## src/rtl/data_path.sv

```systemverilog
// Multicycle MIPS-subset datapath: 32x32 register file, ALU and a memory-handshake controller.
// Every output is registered; fetch and load/store waits hold MOV until MOC/DMOC is sampled.
module data_path (
  output logic [31:0] IR,
  output logic [31:0] MAR,
  output logic [31:0] PC,
  output logic [31:0] nPC,
  output logic [31:0] DataIn,
  output logic [31:0] regFileA_o,
  output logic [31:0] regFileB_o,
  output logic        RW,
  output logic        MOV,
  output logic        RF,
  output logic [6:0]  aState,
  output logic [5:0]  OpC,
  output logic [4:0]  MA_o,
  output logic [4:0]  B_o,
  input  logic        clk,
  input  logic        reset,
  input  logic        Cond,
  input  logic        MOC,
  input  logic        DMOC,
  input  logic [31:0] DataOut
);

  typedef enum logic [6:0] {
    S_RESET      = 7'd0,
    S_FETCH      = 7'd1,
    S_FETCH_WAIT = 7'd2,
    S_DECODE     = 7'd3,
    S_EXEC       = 7'd4,
    S_WRITEBACK  = 7'd5,
    S_MEM_ADDR   = 7'd6,
    S_LOAD_WAIT  = 7'd7,
    S_STORE_WAIT = 7'd8,
    S_BRANCH     = 7'd9,
    S_JUMP       = 7'd10
  } state_e;

  localparam logic [5:0] OP_RTYPE = 6'b000000;
  localparam logic [5:0] OP_J     = 6'b000010;
  localparam logic [5:0] OP_BEQ   = 6'b000100;
  localparam logic [5:0] OP_BNE   = 6'b000101;
  localparam logic [5:0] OP_ADDIU = 6'b001001;
  localparam logic [5:0] OP_ORI   = 6'b001101;
  localparam logic [5:0] OP_LUI   = 6'b001111;
  localparam logic [5:0] OP_LB    = 6'b100000;
  localparam logic [5:0] OP_LW    = 6'b100011;
  localparam logic [5:0] OP_SB    = 6'b101000;
  localparam logic [5:0] OP_SW    = 6'b101011;

  localparam logic [5:0] FN_ADDU = 6'b100001;
  localparam logic [5:0] FN_SUBU = 6'b100011;
  localparam logic [5:0] FN_AND  = 6'b100100;
  localparam logic [5:0] FN_OR   = 6'b100101;
  localparam logic [5:0] FN_SLT  = 6'b101010;

  state_e      state_q;
  logic [31:0] ir_q, mar_q, pc_q, npc_q, din_q, result_q;
  logic        rw_q, mov_q, rf_q;
  logic [5:0]  opc_q;
  logic [4:0]  dest_q;
  logic [31:0] regs_q [32];

  logic [5:0]  op, funct;
  logic [4:0]  rs, rt, rd;
  logic [15:0] imm;
  logic [31:0] sext_imm, rs_val, rt_val, alu_d, load_d;
  logic        alu_ok, br_taken;

  assign op       = ir_q[31:26];
  assign rs       = ir_q[25:21];
  assign rt       = ir_q[20:16];
  assign rd       = ir_q[15:11];
  assign funct    = ir_q[5:0];
  assign imm      = ir_q[15:0];
  assign sext_imm = {{16{imm[15]}}, imm};
  assign rs_val   = (rs == 5'd0) ? 32'd0 : regs_q[rs];
  assign rt_val   = (rt == 5'd0) ? 32'd0 : regs_q[rt];
  assign br_taken = (op == OP_BEQ) ? (rs_val == rt_val) : (rs_val != rt_val);
  // Memory returns data right-aligned, so a byte load only needs sign extension here.
  assign load_d   = (op == OP_LB) ? {{24{DataOut[7]}}, DataOut[7:0]} : DataOut;

  always_comb begin
    alu_d  = 32'd0;
    alu_ok = 1'b0;
    case (op)
      OP_RTYPE: begin
        alu_ok = 1'b1;
        case (funct)
          FN_ADDU: alu_d = rs_val + rt_val;
          FN_SUBU: alu_d = rs_val - rt_val;
          FN_AND:  alu_d = rs_val & rt_val;
          FN_OR:   alu_d = rs_val | rt_val;
          FN_SLT:  alu_d = {31'd0, $signed(rs_val) < $signed(rt_val)};
          default: alu_ok = 1'b0;
        endcase
      end
      OP_ADDIU: begin alu_ok = 1'b1; alu_d = rs_val + sext_imm; end
      OP_ORI:   begin alu_ok = 1'b1; alu_d = rs_val | {16'd0, imm}; end
      OP_LUI:   begin alu_ok = 1'b1; alu_d = {imm, 16'd0}; end
      default:  ;
    endcase
  end

  always_ff @(posedge clk) begin
    if (reset) begin
      state_q  <= S_RESET;
      pc_q     <= 32'd0;
      npc_q    <= 32'd4;
      ir_q     <= 32'd0;
      mar_q    <= 32'd0;
      din_q    <= 32'd0;
      result_q <= 32'd0;
      dest_q   <= 5'd0;
      rw_q     <= 1'b1;
      mov_q    <= 1'b0;
      rf_q     <= 1'b0;
      opc_q    <= 6'd0;
      for (int i = 0; i < 32; i++) regs_q[i] <= 32'd0;
    end else begin
      case (state_q)
        // Leaving reset issues the first fetch so MOV is already up in FETCH.
        S_RESET, S_FETCH: begin
          mar_q   <= pc_q;
          mov_q   <= 1'b1;
          rw_q    <= 1'b1;
          rf_q    <= 1'b0;
          opc_q   <= OP_LW;
          state_q <= (state_q == S_RESET) ? S_FETCH : S_FETCH_WAIT;
        end
        S_FETCH_WAIT: begin
          if (MOC) begin
            ir_q    <= DataOut;
            pc_q    <= npc_q;
            npc_q   <= npc_q + 32'd4;
            mov_q   <= 1'b0;
            state_q <= S_DECODE;
          end
        end
        S_DECODE: begin
          case (op)
            OP_RTYPE, OP_ADDIU, OP_ORI, OP_LUI: state_q <= alu_ok ? S_EXEC : S_FETCH;
            OP_LW, OP_LB, OP_SW, OP_SB:         state_q <= S_MEM_ADDR;
            OP_BEQ, OP_BNE:                     state_q <= S_BRANCH;
            OP_J:                               state_q <= S_JUMP;
            default:                            state_q <= S_FETCH;
          endcase
        end
        S_EXEC: begin
          result_q <= alu_d;
          dest_q   <= (op == OP_RTYPE) ? rd : rt;
          rf_q     <= 1'b1;
          state_q  <= S_WRITEBACK;
        end
        S_WRITEBACK: begin
          if (dest_q != 5'd0) regs_q[dest_q] <= result_q;
          rf_q    <= 1'b0;
          state_q <= S_FETCH;
        end
        S_MEM_ADDR: begin
          mar_q <= rs_val + sext_imm;
          opc_q <= op;
          mov_q <= 1'b1;
          if (op == OP_LW || op == OP_LB) begin
            rw_q    <= 1'b1;
            state_q <= S_LOAD_WAIT;
          end else begin
            rw_q    <= 1'b0;
            din_q   <= rt_val;
            state_q <= S_STORE_WAIT;
          end
        end
        S_LOAD_WAIT: begin
          if (DMOC) begin
            if (rt != 5'd0) regs_q[rt] <= load_d;
            rf_q    <= 1'b1;
            mov_q   <= 1'b0;
            state_q <= S_FETCH;
          end
        end
        S_STORE_WAIT: begin
          if (DMOC) begin
            mov_q   <= 1'b0;
            state_q <= S_FETCH;
          end
        end
        S_BRANCH: begin
          // pc_q already points at the delay slot, so the offset is relative to it.
          if (br_taken) npc_q <= pc_q + {sext_imm[29:0], 2'b00};
          state_q <= S_FETCH;
        end
        S_JUMP: begin
          npc_q   <= {pc_q[31:28], ir_q[25:0], 2'b00};
          state_q <= S_FETCH;
        end
        default: state_q <= S_RESET;
      endcase
    end
  end

  logic unused_ok;
  assign unused_ok = ^{Cond, ir_q[10:6]};

  assign IR         = ir_q;
  assign MAR        = mar_q;
  assign PC         = pc_q;
  assign nPC        = npc_q;
  assign DataIn     = din_q;
  assign regFileA_o = rs_val;
  assign regFileB_o = rt_val;
  assign RW         = rw_q;
  assign MOV        = mov_q;
  assign RF         = rf_q;
  assign aState     = state_q;
  assign OpC        = opc_q;
  assign MA_o       = rs;
  assign B_o        = rt;

endmodule

```

## config.mk

```make
export PLATFORM = sky130hd
export DESIGN_NAME = data_path
export DESIGN_NICKNAME = d
export VERILOG_FILES = /design/src/rtl/data_path.sv
export SDC_FILE = /design/constraint.sdc
export NUM_CORES = 2
export LEC_CHECK = 0
export CAP_MARGIN = 0
export CORE_MARGIN = 2
export CORE_UTILIZATION = 46
export DETAILED_ROUTE_END_ITERATION = 16
export SYNTH_ARGS = -nofsm -noshare
export SYNTH_HDL_FRONTEND = slang
export SYNTH_SLANG_ARGS = --single-unit
```

## constraint.sdc

```tcl
create_clock -name clk -period 7.48 [get_ports clk]
set_clock_uncertainty 0.05 [all_clocks]
set_input_delay 1.496 -clock clk [delete_from_list [all_inputs] [get_ports clk]]
set_output_delay 1.496 -clock clk [all_outputs]
set_load 0.02 [all_outputs]
```

==> Word level (Yosys, flattened, before mapping) <==
Memory sizes are Yosys's and may differ from the RTL's. A register that Yosys moved wholly into a read port is not among the register bits.
Index checks and enable logic that the tools add are counted.
{ "word_totals": {"input_bits": 37, "register_bits": 213, "ramBits": 1024, "n_memories": 1, "elab_cells": 132} }
{ "op_classes": {"mux": 49, "n_eq_ne": 31, "magnitude_cmp": 1, "n_bitwise": 4, "n_addsub": 5, "n_reduce_logical": 29} }
{ "memory_table": {"columns": ["name", "depth", "word_bits", "read_ports", "rd_ports_with_merged_regs", "write_ports", "line", "source"], "rows": [
  ["regs_q", 32, 32, 2, 2, 32, "63", "logic [31:0] regs_q [32];"]
]} }
{ "ops": {"columns": ["cell", "n"], "rows": [
  ["32-bit 2-to-1 mux", 7],
  ["32-bit case mux with 5 select lines", 1],
  ["32-bit case mux with 4 select lines", 1],
  ["32-bit adder", 3],
  ["32-bit case mux with 3 select lines", 1],
  ["32-bit case mux with 2 select lines", 1],
  ["32-bit OR reduction", 2],
  ["6-bit equality test, second input constant", 9],
  ["7-bit case mux with 7 select lines", 1],
  ["5-bit 2-to-1 mux", 7],
  ["32-bit by 3-bit adder with 32-bit output, second input constant", 1],
  ["32-bit bitwise AND", 1],
  ["32-bit equality test", 1],
  ["32-bit < comparator", 1],
  ["32-bit inequality test", 1],
  ["32-bit by 16-bit OR with 32-bit output", 1],
  ["32-bit OR", 1],
  ["32-bit subtractor", 1],
  ["7-bit by 3-bit equality test with 1-bit output, second input constant", 4],
  ["7-bit by 4-bit equality test with 1-bit output, second input constant", 3],
  ["1-bit 2-to-1 mux", 19],
  ["6-bit by 4-bit equality test with 1-bit output, second input constant", 3],
  ["4-bit case mux with 4 select lines", 1],
  ["7-bit by 2-bit equality test with 1-bit output, second input constant", 2],
  ["other kinds (26)", 46]
]} }

==> Longest topological paths before layout <==
{ "logic_depth": {"word_depth": 8, "ltp_mapped": 24, "depth_no_buf": 20} }

==> Worst setup path after synthesis <==
No wires, ideal clock.
{ "synth_timing": {"kind": "reg-to-reg", "startpoint": "register (tool-made name)", "endpoint": "register result_q[24]", "path_stages_with_launch": 24, "setup_slack_ns": 1.417, "setup_ns": 0.124, "arrival_time_ns": 5.889, "synth_period_minus_slack_ns": 6.063, "t_required_ns": 7.306, "cell_sequence": "dfxtp_1 -> buf_4 -> buf_2 -> buf_2 -> buf_2 -> buf_1 -> mux4_2 -> mux4_2 -> nand2_1 -> a21o_1 -> inv_1 -> ha_1 -> a21o_1 -> a21o_1 -> a211o_1 -> o211ai_1 -> a31oi_1 -> or3_1 -> a221o_1 -> a211oi_1 -> a21oi_1 -> xor2_1 -> a221oi_1 -> o22ai_1"} }
{ "synth_rtl": {"columns": ["element", "line", "source"], "rows": [
  ["end signal: assignment", "151", "result_q <= alu_d;"],
  ["end: declaration", "59", "logic [31:0] ir_q, mar_q, pc_q, npc_q, din_q, result_q;"]
]} }

==> impl_metrics.csv <==
group,metric,value,unit
placed_design,hpwl,181000,um
critical_path,worstReg2RegEnd,"nPC[22]",
power_and_ir_drop,p_int,12700,uW
global_routing,grt_overflow,0,
critical_path,endpoint,"nPC[22]",
floorplan,die_h,394,um
placed_design,gp_congestion,0.977,
power_and_ir_drop,ir_drop,209,uV
synth,synth_top_family_by_area,"multiplexers",
floorplan,die_x,394,um
route,dr.pass1.iters,6,
critical_path,cp.required,8140,ps
cts,cts-hold-fix-buffers,0,
global_routing,top_usage_layer,"met2",
route,post_drt_via_cell_ratio,6.59,
sta,maxSlewViolCount,0,
synth,yosys_warnings,0,
critical_path,crit_type,"flip-flop to flip-flop",
synth,synthTopCellsByArea,"edfxtp_1 44%, mux4_2 20%, nor2_1 6.7%, dfxtp_1 6.3%, ha_1 3.1%",
sta,fin_crit_sh,0.926,
sta,tns,0,ps
synth,synth-xor-area-share,0.0133,
synth,ys_seq_area_frac,0.503,
synth,avgSynthCellArea,12.0,sq um
sta,slew_headroom,0.0682,
critical_path,worst_ep_arrival_time,7580,ps
cts,cts_buffer_depth,3,
route,dr_total_vias,53500,
critical_path,path_max_fanout,30,
sta,max_freq,0.144,GHz
layout,fin_nets,6196,
route,drtIter0Drc,7766,
outcome,status,"finished, final reports clean",
synth,synth_top_area_share,0.440,
sta,fin_ws,554,ps
critical_path,crit_path_end_kind,"flip-flop",
synth,synth-simple-area-share,0.118,
synth,synth-adder-area-share,0.0317,
synth,synth_flop_cell,"edfxtp_1",
synth,synthMuxAreaShare,0.213,
synth,synth_edf_count,1024,
route,routed_wl,271000,um
cts,cts_max_level,4,
power_and_ir_drop,p_per_area,220,nW/um^2
synth,yosys.area.top_type,"edfxtp_1",
route,ant_nets,0,
critical_path,cp.depth,17,
job,cap_viol_max_count,0,
placed_design,port_buffers,282,
global_routing,globalRouteTotalUtil,0.346,
floorplan,dieArea,155000,sq um
global_routing,grt_max_degree,78,
cts,clk_transition_reported_paths,60,ps
critical_path,critical_path.top_delay_family,"multiplexers",
critical_path,crit_path_frequent_cell,"buf_4",
critical_path,critPathMaxStageDelay,770,ps
critical_path,worst_setup_path_start_kind,"flip-flop",
global_routing,met3_usage,0.0948,
cts,clock-sinks,1244,
critical_path,reg2regPathDepth,17,
layout,area_delta_synth_final,15.2,%
critical_path,worst-path-buf-inv,5,
global_routing,grt_pass1_vias,52400,
power_and_ir_drop,p_sw_frac,0.282,
floorplan,coreArea,151000,sq um
cts,post-cts-setup-buffers,0,
route,routedWlPerCell,33.4,um
global_routing,groute.layer.met2.usage,0.527,
cts,cts_tree,"built",
route,drc,0,
power_and_ir_drop,p_leak,0.0264,uW
cts,clock_latency,810,ps
cts,cts_resized,0,
hold_path,hp-class,"flip-flop to flip-flop",
global_routing,met1_usage,0.444,
critical_path,cp_cell_sequence,"buf_12, buf_4, mux4_2, mux4_2, mux2i_1, nor2_1, inv_1, ha_1, nor4_1, nand4b_1, o211ai_1, a21oi_1, buf_4, o21ai_4, buf_4, nor2_1, a311oi_1",
cts,cts_made_buffers,141,
sta,fin_crit,6930,ps
sta,setup_viol,0,
synth,synth_seq_cells,1244,
critical_path,worst_path_max_delay_cell,"mux2i_1",
power_and_ir_drop,p_seq_frac,0.444,
global_routing,antenna_found_initial,8,
power_and_ir_drop,pwr-share-comb,0.159,
floorplan,pin_count,287,
sta,hold_viol,0,
power_and_ir_drop,p_sw,5000,uW
layout,drive_gt1_frac,0.197,
synth,synth_area,69900,sq um
synth,netlist_instances,5823,
placed_design,dpl_worst_slack,835,ps
cts,cts_root_buf,"clkbuf_16",
critical_path,r2r_slack,550,ps
synth,synth_compound_area_frac,0.0838,
sta,tightest_slew,1390,ps
sta,rsz0062_at_grt,"false",
floorplan,rows,143,
synth,async_flop_share,0,
global_routing,grt_pass1_wl,383000,um
synth,yosys.cell_types.count,86,
power_and_ir_drop,pwr-share-clk,0.398,
floorplan,start_util,0.462,
## power by group through the flow
stage	Clock (uW)	Combinational (uW)	Sequential, uW
after CTS	7100	2740	7870
after floorplan	0	1600	7960
after global placement	0	2720	7990
final	7060	2810	7870
after detailed placement	0	2730	8010
after global routing	7370	2910	7900
## cells in the mapped netlist (82+ instances only)
cell type,n
nor2_1,1241
edfxtp_1,1024
mux4_2,625
nand2_1,478
clkbuf_1,445
a21oi_1,350
dfxtp_1,220
ha_1,174
inv_1,133
o21ai_0,124
a21o_1,83
xnor2_1,82
## metal layers
| layer | wire length (um) | vias to the layer above |
|---|---|---|
| met4 | 18900 | 4 |
| met1 | 96800 | 27100 |
| met3 | 33700 | 745 |
| li1 | - | 22000 |
| met2 | 122000 | 3601 |
| met5 | 40 | - |
## cell usage in the layout (no fill, tap or decap), types with 23 or more instances in the layout
cell type	netlist	final
o21ai_0	124	123
a21oi_2	0	24
clkdlybuf4s50_1	0	281
a21oi_1	350	325
nor2_1	1241	1235
mux4_2	625	625
clkbuf_1	445	33
a22oi_1	63	63
nand2_1	478	446
edfxtp_1	1024	1024
nand3_1	56	55
buf_12	0	29
nor3_1	44	41
xnor2_1	82	82
inv_1	133	132
a21o_1	83	83
a211oi_1	44	44
clkinv_1	1	25
a221oi_1	26	26
o21bai_1	26	26
dfxtp_1	220	208
conb_1	1	35
nor2b_1	27	26
mux2i_1	71	64
nand2b_1	58	27
and3_1	24	23
xor2_1	24	24
clkbuf_16	0	141
buf_4	14	202
ha_1	174	174
nand2b_2	0	31
nand2_2	0	31
## worst reg2reg max path: cells and delay by family, from the launching register on
| family | cells | cell delay [ps] |
|---|---|---|
| compound gates | 4 | 970 |
| fa+ha+maj | 1 | 380 |
| buf+inv | 5 | 1440 |
| flops | 1 | 580 |
| mux | 3 | 1940 |
| simple gates | 4 | 1450 |
## layout make-up
class,count,area [sq um]
Antenna cell,1,2.50
Clock buffer,179,3720
Clock inverter,71,920
Fill cell,13100,70800
Inverter,135,512
Multi-Input combinational cell,3948,32700
Sequential cell,1244,35200
Tap cell,2030,2540
Timing Repair Buffer,513,4920
## state kept, by name (all words and copies together), names as in the netlist, 4 cells and up, named ones only
| name | count |
|---|---|
| DataIn | 32 |
| IR | 32 |
| MAR | 32 |
| OpC | 6 |
| PC | 32 |
| aState | 4 |
| dest_q | 5 |
| nPC | 32 |
| regs_q | 1024 |
| result_q | 32 |
## kinds of logic after synthesis
family	after synthesis
xor gates and xnor gates	106
DFF	1244
AOI/OAI and AO/OA	908
and+or+nand+nor	2022
muxes	701
adders and majority gates	176
other	1
buffers and inverters	665
## how the worst min path moves through the flow
stage / from / endpoint / cells past startpoint
floorplan: result_q[0] / result_q[0] / 2
CTS: DataIn[16] / DataIn[16] / 2
global route: DataIn[21] / DataIn[21] / 2
global placement: DataIn[21] / DataIn[21] / 2
finish: DataIn[2] / DataIn[2] / 2
detailed placement: DataIn[16] / DataIn[16] / 2
## per-stage QoR
stage / power [uW] / instances / hold WS, ps / instance area [sq um] / util
6_report: 17700 / 8121 / 404 / 80500 / 0.532
5_1_grt: 18200 / 8120 / 428 / 80500 / 0.532
4_1_cts: 17700 / 8120 / 404 / 80500 / 0.532
3_5_place_dp: 10700 / 7870 / 396 / 75900 / 0.501
3_3_place_gp: 10700 / 7870 / 393 / 75900 / 0.501
2_1_floorplan: 9560 / 5857 / 375 / 70000 / -
(Power assumes the default switching activity.)
